<file path="src/rtl/ram_tester_pkg.sv">
// Shared types and constants for the RAM pattern BIST sequencer.
package ram_tester_pkg;

  localparam int DEPTH = 256;

  localparam logic [7:0] LFSR_TAPS = 8'hB8;

  localparam logic [1:0] MODE_ADDR  = 2'd0;
  localparam logic [1:0] MODE_INV   = 2'd1;
  localparam logic [1:0] MODE_LFSR  = 2'd2;
  localparam logic [1:0] MODE_CONST = 2'd3;

  typedef enum logic [2:0] {
    S_IDLE,
    S_WRITE,
    S_READ,
    S_DRAIN,
    S_DONE
  } state_t;

endpackage

</file>
<file path="src/rtl/ram_pattern_gen.sv">
// Pattern source for the BIST: one instance is reloaded between the write and
// read passes so both passes see the same sequence.
module ram_pattern_gen
  import ram_tester_pkg::*;
#(
  parameter int AW = 8,
  parameter int DW = 8
) (
  input  logic          clk,
  input  logic          reset_n,
  input  logic          load,
  input  logic          advance,
  input  logic [1:0]    mode,
  input  logic [DW-1:0] seed,
  output logic [DW-1:0] pattern
);

  logic [AW-1:0] cnt;
  logic [DW-1:0] lfsr;

  // Load wins over advance so the last write cycle can rewind for the read pass.
  always_ff @(posedge clk or negedge reset_n) begin
    if (!reset_n) begin
      cnt  <= '0;
      lfsr <= DW'(1);
    end else if (load) begin
      cnt  <= '0;
      lfsr <= (seed == '0) ? DW'(1) : seed;
    end else if (advance) begin
      cnt  <= cnt + AW'(1);
      lfsr <= {lfsr[DW-2:0], ^(lfsr & DW'(LFSR_TAPS))};
    end
  end

  always_comb begin
    pattern = '0;
    case (mode)
      MODE_ADDR:  pattern = DW'(cnt);
      MODE_INV:   pattern = ~DW'(cnt);
      MODE_LFSR:  pattern = lfsr;
      MODE_CONST: pattern = seed;
      default:    pattern = '0;
    endcase
  end

endmodule

</file>
<file path="src/rtl/ram_pattern_tester.sv">
// BIST sequencer for a 256x8 single-port RAM: fill with a pattern, read back,
// compare against the regenerated stream one cycle behind the read.
module ram_pattern_tester
  import ram_tester_pkg::*;
#(
  parameter int AW = 8,
  parameter int DW = 8
) (
  input  logic          clk,
  input  logic          reset_n,
  input  logic          start,
  input  logic          abort,
  input  logic [1:0]    mode,
  input  logic [DW-1:0] seed,
  output logic          busy,
  output logic          done,
  output logic          pass,
  output logic [AW:0]   err_count,
  output logic [AW-1:0] first_err_addr,
  output logic [DW-1:0] first_err_data,
  output logic          ram_ce,
  output logic          ram_wre,
  output logic          ram_oce,
  output logic          ram_reset,
  output logic [AW-1:0] ram_ad,
  output logic [DW-1:0] ram_din,
  input  logic [DW-1:0] ram_dout
);

  state_t        state, state_next;
  logic [AW-1:0] addr, addr_d;
  logic [1:0]    mode_r;
  logic [DW-1:0] seed_r, exp_d, pattern, gen_seed;
  logic          vld_d, first_seen, gen_load, gen_adv, mismatch;

  // While idle the generator loads straight from the inputs sampled with start.
  assign gen_seed = (state == S_IDLE) ? seed : seed_r;

  ram_pattern_gen #(.AW(AW), .DW(DW)) u_gen (
    .clk     (clk),
    .reset_n (reset_n),
    .load    (gen_load),
    .advance (gen_adv),
    .mode    (mode_r),
    .seed    (gen_seed),
    .pattern (pattern)
  );

  always_ff @(posedge clk or negedge reset_n) begin
    if (!reset_n) state <= S_IDLE;
    else          state <= state_next;
  end

  always_comb begin
    state_next = state;
    gen_load   = 1'b0;
    gen_adv    = 1'b0;
    ram_ce     = 1'b0;
    ram_wre    = 1'b0;
    done       = 1'b0;
    case (state)
      S_IDLE: begin
        if (start) begin
          gen_load   = 1'b1;
          state_next = S_WRITE;
        end
      end
      S_WRITE: begin
        ram_ce  = 1'b1;
        ram_wre = 1'b1;
        gen_adv = 1'b1;
        if (addr == '1) begin
          gen_load   = 1'b1;
          state_next = S_READ;
        end
      end
      S_READ: begin
        ram_ce  = 1'b1;
        gen_adv = 1'b1;
        if (addr == '1) state_next = S_DRAIN;
      end
      S_DRAIN: state_next = S_DONE;
      S_DONE: begin
        done       = 1'b1;
        state_next = S_IDLE;
      end
      default: state_next = S_IDLE;
    endcase
    if (abort && state != S_IDLE) state_next = S_IDLE;
  end

  assign mismatch  = vld_d && (ram_dout != exp_d);
  assign busy      = (state != S_IDLE);
  assign ram_ad    = addr;
  assign ram_din   = (state == S_WRITE) ? pattern : '0;
  assign ram_oce   = 1'b1;
  assign ram_reset = 1'b0;

  // Start clears results last so it overrides any compare on the same edge.
  always_ff @(posedge clk or negedge reset_n) begin
    if (!reset_n) begin
      addr           <= '0;
      addr_d         <= '0;
      mode_r         <= MODE_ADDR;
      seed_r         <= '0;
      exp_d          <= '0;
      vld_d          <= 1'b0;
      err_count      <= '0;
      first_err_addr <= '0;
      first_err_data <= '0;
      first_seen     <= 1'b0;
      pass           <= 1'b0;
    end else begin
      exp_d  <= pattern;
      addr_d <= addr;
      vld_d  <= (state == S_READ) && !abort;
      if (state == S_WRITE || state == S_READ) addr <= addr + AW'(1);
      if (mismatch) begin
        err_count <= err_count + (AW+1)'(1);
        if (!first_seen) begin
          first_seen     <= 1'b1;
          first_err_addr <= addr_d;
          first_err_data <= ram_dout;
        end
      end
      if (state_next == S_DONE) pass <= (err_count == '0) && !mismatch;
      if (state == S_IDLE && start) begin
        addr           <= '0;
        mode_r         <= mode;
        seed_r         <= seed;
        vld_d          <= 1'b0;
        err_count      <= '0;
        first_err_addr <= '0;
        first_err_data <= '0;
        first_seen     <= 1'b0;
        pass           <= 1'b0;
      end
    end
  end

endmodule

</file>
<file path="config.mk">
export PLATFORM = sky130hd
export DESIGN_NAME = ram_pattern_tester
export DESIGN_NICKNAME = d
export VERILOG_FILES = /design/src/rtl/ram_tester_pkg.sv /design/src/rtl/ram_pattern_gen.sv /design/src/rtl/ram_pattern_tester.sv
export SDC_FILE = /design/constraint.sdc
export NUM_CORES = 1
export LEC_CHECK = 0
export ABC_AREA = 1
export CAP_MARGIN = 10
export CORE_MARGIN = 2
export CORE_UTILIZATION = 55
export DETAILED_ROUTE_END_ITERATION = 6
export HOLD_SLACK_MARGIN = 0.1
export PLACE_DENSITY = 0.89
export SETUP_SLACK_MARGIN = 0.1
export SYNTH_ARGS = -nofsm -noshare
export SYNTH_HDL_FRONTEND = slang
export SYNTH_SLANG_ARGS = --single-unit
export TNS_END_PERCENT = 100
</file>
<file path="constraint.sdc">
create_clock -name clk -period 4 [get_ports clk]
set_clock_uncertainty 0.2 [all_clocks]
set_input_delay 0.6 -clock clk [delete_from_list [all_inputs] [get_ports clk]]
set_output_delay 0.6 -clock clk [all_outputs]
set_load 0.02 [all_outputs]
</file>
==> results.ini, run 1 <==
[outcome]
status = finished, final reports clean

[logic_synthesis]
netlist_area_um2 = 4280
synth_cells = 543
yosysUniqueCellTypes = 38
ys_ff_latch = 81
synth_nets = 569
synth_edf_count = 0
ys_async_sr_fraction_pct = 100
syn_area_per_cell_um2 = 7.87
synth_ff_type = dfrtp_1
yosysSeqAreaShare_pct = 47.4
yosys_warnings = 0

[drt]
vias_per_cell = 5.31
wl_per_cell_um = 14.0
firstDrtPassIters = 4
antenna_left = 0
num_vias = 3773
wl_mm = 9.98
drc_errors = 0
drtIter0Drc = 247

[die]
boundaryPins = 70
core_area_um2 = 7650
fp.dieH_um = 92.2
dieArea_um2 = 8490
fp.dieW_um = 92.2
initial_core_util_pct = 55.9
rows = 32

[critical_path]
timing.rr.end = u_gen.lfsr[0]$_DFFE_PN1P_
arrival_ps = 2560
critPathRequiredTime_ps = 3200
r2r_slack_ps = 1500
worstSetupStartpointType = register
critPathLaunch = state[1]$_DFF_PN0_
r2r.worst_path.cells = 10
cp_max_fo = 14
critical_path_class = register to output pin
end_kind = output pin
r2r-start = state[1]$_DFF_PN0_
crit_path_end = ram_din[5]

[global_route]
grt_max_degree = 82
grt_pass1_vias = 3563
grt_pass1_wl_mm = 16.6
grt_overflow = 0
grt_util_all_layers_pct = 24.7
antenna_found_initial = 0

[job]
cap_violations = 0

[clock_tree]
cts_resized = 0
root_buffer = clkbuf_8
cts_num_sinks = 81
clk_pin_slew_ps = 90
postCtsHoldBufs = 0
htreeDepth = 3
clk_latency_ps = 360
cts_setup_buffers = 0
cts_tree = done
cts_buffer_depth = 2
cts_made_buffers = 9

[timing]
hold_viol_final = 0
fmax_mhz = 298
finalSetupTns_ps = 0
slew_headroom_pct = 34.0
drv_slew = 0
min_period_ps = 3360
fin_crit_sh_pct = 84.0
worst_pin_slew_ps = 990
rsz0062_at_grt = no
setup_viol = 0

[worst_hold_path]
min_path_type = input port to async pin

[cells_and_area]
syn_to_final_growth_pct = 21.1
nNetsFinal = 629
drive_gt1_share_pct = 6.58
final_util_pct = 67.7
num_antenna_cells = 0

[power_and_ir_drop]
power_density_nw_per_um2 = 692
vdd.ir_drop.worst_v = 0.000530
p_leak_uw = 0.00264

[placement]
hpwl_mm = 6.94
place_congestion = 0.911
io_buffers = 67

-- power by group --
group          total (uW)  internal [uW]  switching (uW)
Sequential           1300           1070             225
Clock                 661            351             310
Combinational        1620            623            1000
-- registers in the layout, indices dropped and copies added (netlist names) --
name,cells
first_err_data,8
vld_d,1
seed_r,8
mode_r,2
addr_d,8
ram_ad,8
u_gen.lfsr,8
first_seen,1
first_err_addr,8
state,3
err_count,9
exp_d,8
pass,1
u_gen.cnt,8
-- worst max-delay path, cell delays in order, from the launching register on --
cell,delay [ps]
dfrtp_1,460
nor2_4,200
nand2_4,160
inv_1,140
nand2_1,80
o21ai_2,90
nand2_1,70
a21oi_1,240
and2_1,170
clkdlybuf4s50_1,590
-- area by class of cell --
cell class | count | area [um^2]
multi-input cells | 370 | 1850
flip-flops and latches | 81 | 2030
fillers | 633 | 2470
clock buffers | 9 | 124
inverters | 74 | 283
well taps | 102 | 128
repair buffers | 67 | 668
clock inverters | 7 | 93.8
-- placed cells by master, fill, tap and decap left out, types with 3 or more instances in the layout --
cell / count
a21oi_1: 15
and2_1: 3
clkbuf_8: 9
clkdlybuf4s50_1: 66
dfrtp_1: 80
ha_1: 4
inv_1: 67
inv_2: 5
nand2_1: 155
nand2_4: 4
nand3_1: 42
nand3_2: 3
nand3b_1: 4
nand4_1: 9
nor2_1: 42
nor3_1: 8
o21ai_0: 23
o21ai_1: 18
o22ai_1: 4
xnor2_1: 7
xor2_1: 12
-- worst min-delay path by stage --
stage,end,slack (ps),depth (start not counted)
after floorplan,addr_d[0]$_DFF_PN0_,100,0
after global placement,addr_d[7]$_DFF_PN0_,190,0
after CTS,err_count[3]$_DFFE_PN0P_,230,1
after detailed placement,addr_d[7]$_DFF_PN0_,210,0
after global routing,addr_d[7]$_DFF_PN0_,240,0
final,err_count[3]$_DFFE_PN0P_,180,1
-- routing by layer --
layer	wire, um	global-route usage [%]
met5	0	0
met4	133	7.59
met3	631	5.51
met2	4950	41.2
met1	4260	32.4
-- per-stage QoR --
stage / hold WS, ps / instance area (um^2) / power [uW] / std cells / setup WS [ps]
2_1_floorplan: 104 / 4280 / 2360 / 543 / 1580
3_3_place_gp: 193 / 4960 / 2860 / 694 / 868
3_5_place_dp: 208 / 4960 / 2910 / 694 / 861
4_1_cts: 227 / 5180 / 3580 / 710 / 641
5_1_grt: 238 / 5180 / 3820 / 710 / 499
6_report: 179 / 5180 / 3580 / 710 / 642
-- Yosys cell counts, drive strengths merged (2+ instances only) --
library cell / count / area (um^2)
nand2: 159 / 627
dfrtp: 80 / 2000
inv: 74 / 283
nand3: 46 / 258
nor2: 45 / 209
o21ai: 42 / 214
a21oi: 16 / 83.8
buf: 15 / 98.8
xor2: 12 / 105
nand4: 9 / 56.3
nor3: 8 / 40.0
xnor2: 7 / 61.3
ha: 4 / 50.1
nand3b: 4 / 30.0
o22ai: 4 / 25.0
and2: 3 / 18.8
clkbuf: 3 / 11.3
conb: 2 / 7.51
nor4: 2 / 12.5
o211ai: 2 / 15.0
or2: 2 / 12.5
-- logic make-up (layout without fill, tap and decap cells) --
logic type / Yosys count / count (layout) / share of synthesized area, %
and+or+nand+nor: 278 / 278 / 29.6
buffers and inverters: 92 / 157 / 9.19
DFF: 81 / 81 / 47.4
AOI/OAI and AO/OA: 67 / 67 / 8.57
xor gates and xnor gates: 19 / 19 / 3.89
adders and majority gates: 4 / 4 / 1.17
other: 2 / 2 / 0.176
Power figures use the tool's default switching activity.
==> inputs of run 2 (changes only) <==
--- a/config.mk
+++ b/config.mk
@@ -8,10 +8,10 @@
 export ABC_AREA = 1
 export CAP_MARGIN = 10
 export CORE_MARGIN = 2
-export CORE_UTILIZATION = 55
+export CORE_UTILIZATION = 54
 export DETAILED_ROUTE_END_ITERATION = 6
 export HOLD_SLACK_MARGIN = 0.1
-export PLACE_DENSITY = 0.89
+export PLACE_DENSITY = 0.88
 export SETUP_SLACK_MARGIN = 0.1
 export SYNTH_ARGS = -nofsm -noshare
 export SYNTH_HDL_FRONTEND = slang
==> constraint.sdc (replaced) <==
create_clock -name clk -period 3.1 [get_ports clk]
set_clock_uncertainty 0.2 [all_clocks]
set_input_delay 0.465 -clock clk [delete_from_list [all_inputs] [get_ports clk]]
set_output_delay 0.465 -clock clk [all_outputs]
set_load 0.02 [all_outputs]
==> run 2 against run 1 <==
  * Core utilization barely moved
  * Largest power group unchanged
  * Wire length rose by 0.47%
  * Critical path depth did not move
  * Via count fell by 0.45%
  * Power rose by 29%
  * Worst setup slack got worse by 420 ps
  * Clock-buffer cell count did not move
==> results.ini, run 2 (synthesis results as in run 1) <==
[job]
cap_violations = 0  ; unchanged

[cells_and_area]
regArea_um2 = 2030  ; unchanged
multi_input_area_um2 = 1860  ; +0.41%
nFillCells = 627  ; -0.95%
largest_reg_flops = 9  ; unchanged
top_register = err_count
nNetsFinal = 631  ; +0.32%
drive_gt1_share_pct = 7.38  ; +0.80 points
final_cell_mix = 155 x nand2_1, 80 x dfrtp_1, 67 x inv_1
final_common_cell = nand2_1
final_util_pct = 67.7  ; about the same
num_antenna_cells = 0  ; unchanged
syn_to_final_growth_pct = 21.7
final_cells = 712  ; +0.28%

[clock_tree]
clk_latency_ps = 360  ; about the same
cts_num_sinks = 81  ; unchanged
cts_buffer_depth = 2  ; unchanged
clk_pin_slew_ps = 90  ; about the same
root_buffer = clkbuf_8
cts_tree = done
cts_made_buffers = 9  ; unchanged
htreeDepth = 3  ; unchanged

[drt]
drc_errors = 0  ; unchanged
drtIter0Drc = 244  ; -1.2%
antenna_left = 0  ; unchanged
wl_per_cell_um = 14.1  ; +0.19%
firstDrtPassIters = 5  ; +1
wl_mm = 10.0  ; +0.47%
num_vias = 3756  ; -0.45%
vias_per_cell = 5.28  ; -0.73%

[critical_path]
r2r_slack_ps = 930  ; -570 ps
r2r.worst_path.cells = 9  ; -1
cp_max_fo = 14  ; unchanged
timing.rr.end = u_gen.cnt[4]$_DFFE_PN0P_
critPathRequiredTime_ps = 2430  ; -770 ps
r2r-start = state[1]$_DFF_PN0_
critical_path_class = register to output pin
worstSetupStartpointType = register
arrival_ps = 2210  ; -350 ps
end_kind = output pin

[timing]
hold_viol_final = 0  ; unchanged
rsz0062_at_grt = yes
slew_headroom_pct = 34.6  ; +0.55 points
min_period_ps = 2880
finalSetupTns_ps = 0  ; unchanged
setup_viol = 0  ; unchanged
drv_slew = 0  ; unchanged
fin_crit_sh_pct = 92.8
fmax_mhz = 348
worst_pin_slew_ps = 981  ; -8.32 ps

[placement]
hpwl_mm = 7.08  ; +2.0%
io_buffers = 67  ; unchanged
place_congestion = 0.922  ; +1.2%
numPlacedInstances = 696  ; +0.29%

[global_route]
grt_util_all_layers_pct = 24.0  ; -0.74 points
grt_overflow = 0  ; unchanged
grt_pass1_vias = 3513  ; -1.4%
antenna_found_initial = 0  ; unchanged
grt_pass1_wl_mm = 16.5  ; -0.62%
grt_max_degree = 82  ; unchanged

[die]
rows = 32  ; unchanged
core_area_um2 = 7690  ; +0.52%
fp.dieW_um = 93.0  ; +0.88%
initial_core_util_pct = 55.6  ; -0.29 points
boundaryPins = 70  ; unchanged
fp.dieH_um = 93.0  ; +0.88%
dieArea_um2 = 8650  ; +1.8%

[outcome]
status = finished, final reports clean

[power_and_ir_drop]
finalPower_uw = 4630  ; +29%
p_leak_uw = 0.00270  ; +2.2%
power_density_nw_per_um2 = 889  ; +29%
vdd.ir_drop.worst_v = 0.000472  ; -11%

[worst_hold_path]
min_path_type = input port to async pin

## run 2: cell types whose count changed in the layout (fill, tap and decap cells not counted), sizes merged
cell and change:
clkinv -1, dlygate4sd2 +5, inv +1, buf +2, dlymetal6s2s +2, clkdlybuf4s50 -8
clkbuf +1
## run 2: report_power, final
| group | switching, uW | internal (uW) | total (uW) |
|---|---|---|---|
| registers | 292 | 1380 | 1680 |
| logic | 1300 | 774 | 2080 |
| clock network | 416 | 460 | 876 |
| total | 2010 | 2620 | 4630 |
## run 2: worst max-delay path, cell delays in order, from the launching register on
cell and delay (ps):
dfrtp_1 460, nor2_4 210, nand2_4 160, inv_1 150, nand2_1 80, o21ai_2 90, nand2_1 90, a21oi_2 160
and2_1 130, dlygate4sd2_1 320
## run 2: what timing repair did
item,in CTS,in global routing
pin swaps,0,0
gates cloned,0,0
hold buffers,0,0
setup endpoints to repair,6,4
gates resized for setup,7,5
buffers inserted,0,0
## run 2: final cells by class
type,count,share of cell area (%)
flip-flops and latches,81,39.0
multi-input cells,370,35.8
repair buffers,69,13.0
inverters,74,5.44
well taps,102,2.45
clock buffers,9,2.38
clock inverters,7,1.95
## run 2: stage by stage
stage               hold slack [ps]  setup slack, ps  instance area, um^2
finish                         68.4              225                 5200
global placement                192              231                 4980
floorplan                     -30.6              811                 4280
global route                    165             72.0                 5200
CTS                             108              131                 5200
detailed placement              201              217                 4980
## run 2: worst max-delay path by stage
stage,start,end,cells after the start
3_5_place_dp,seed[6],ram_din[6],7
5_1_grt,state[1]$_DFF_PN0_,ram_din[5],9
6_report,state[1]$_DFF_PN0_,ram_din[5],9
3_3_place_gp,seed[6],ram_din[6],7
2_1_floorplan,state[1]$_DFF_PN0_,ram_din[1],8
4_1_cts,state[0]$_DFF_PN0_,ram_din[2],8
## run 2: per-layer routing
| metal | GRT usage (%) | wire length (um) | vias to the layer above |
|---|---|---|---|
| met5 | 0 | 0 | - |
| met4 | 8.33 | 194 | 0 |
| met3 | 4.92 | 552 | 20 |
| met2 | 39.4 | 4950 | 131 |
| met1 | 31.8 | 4320 | 1763 |
| li1 | - | - | 1842 |
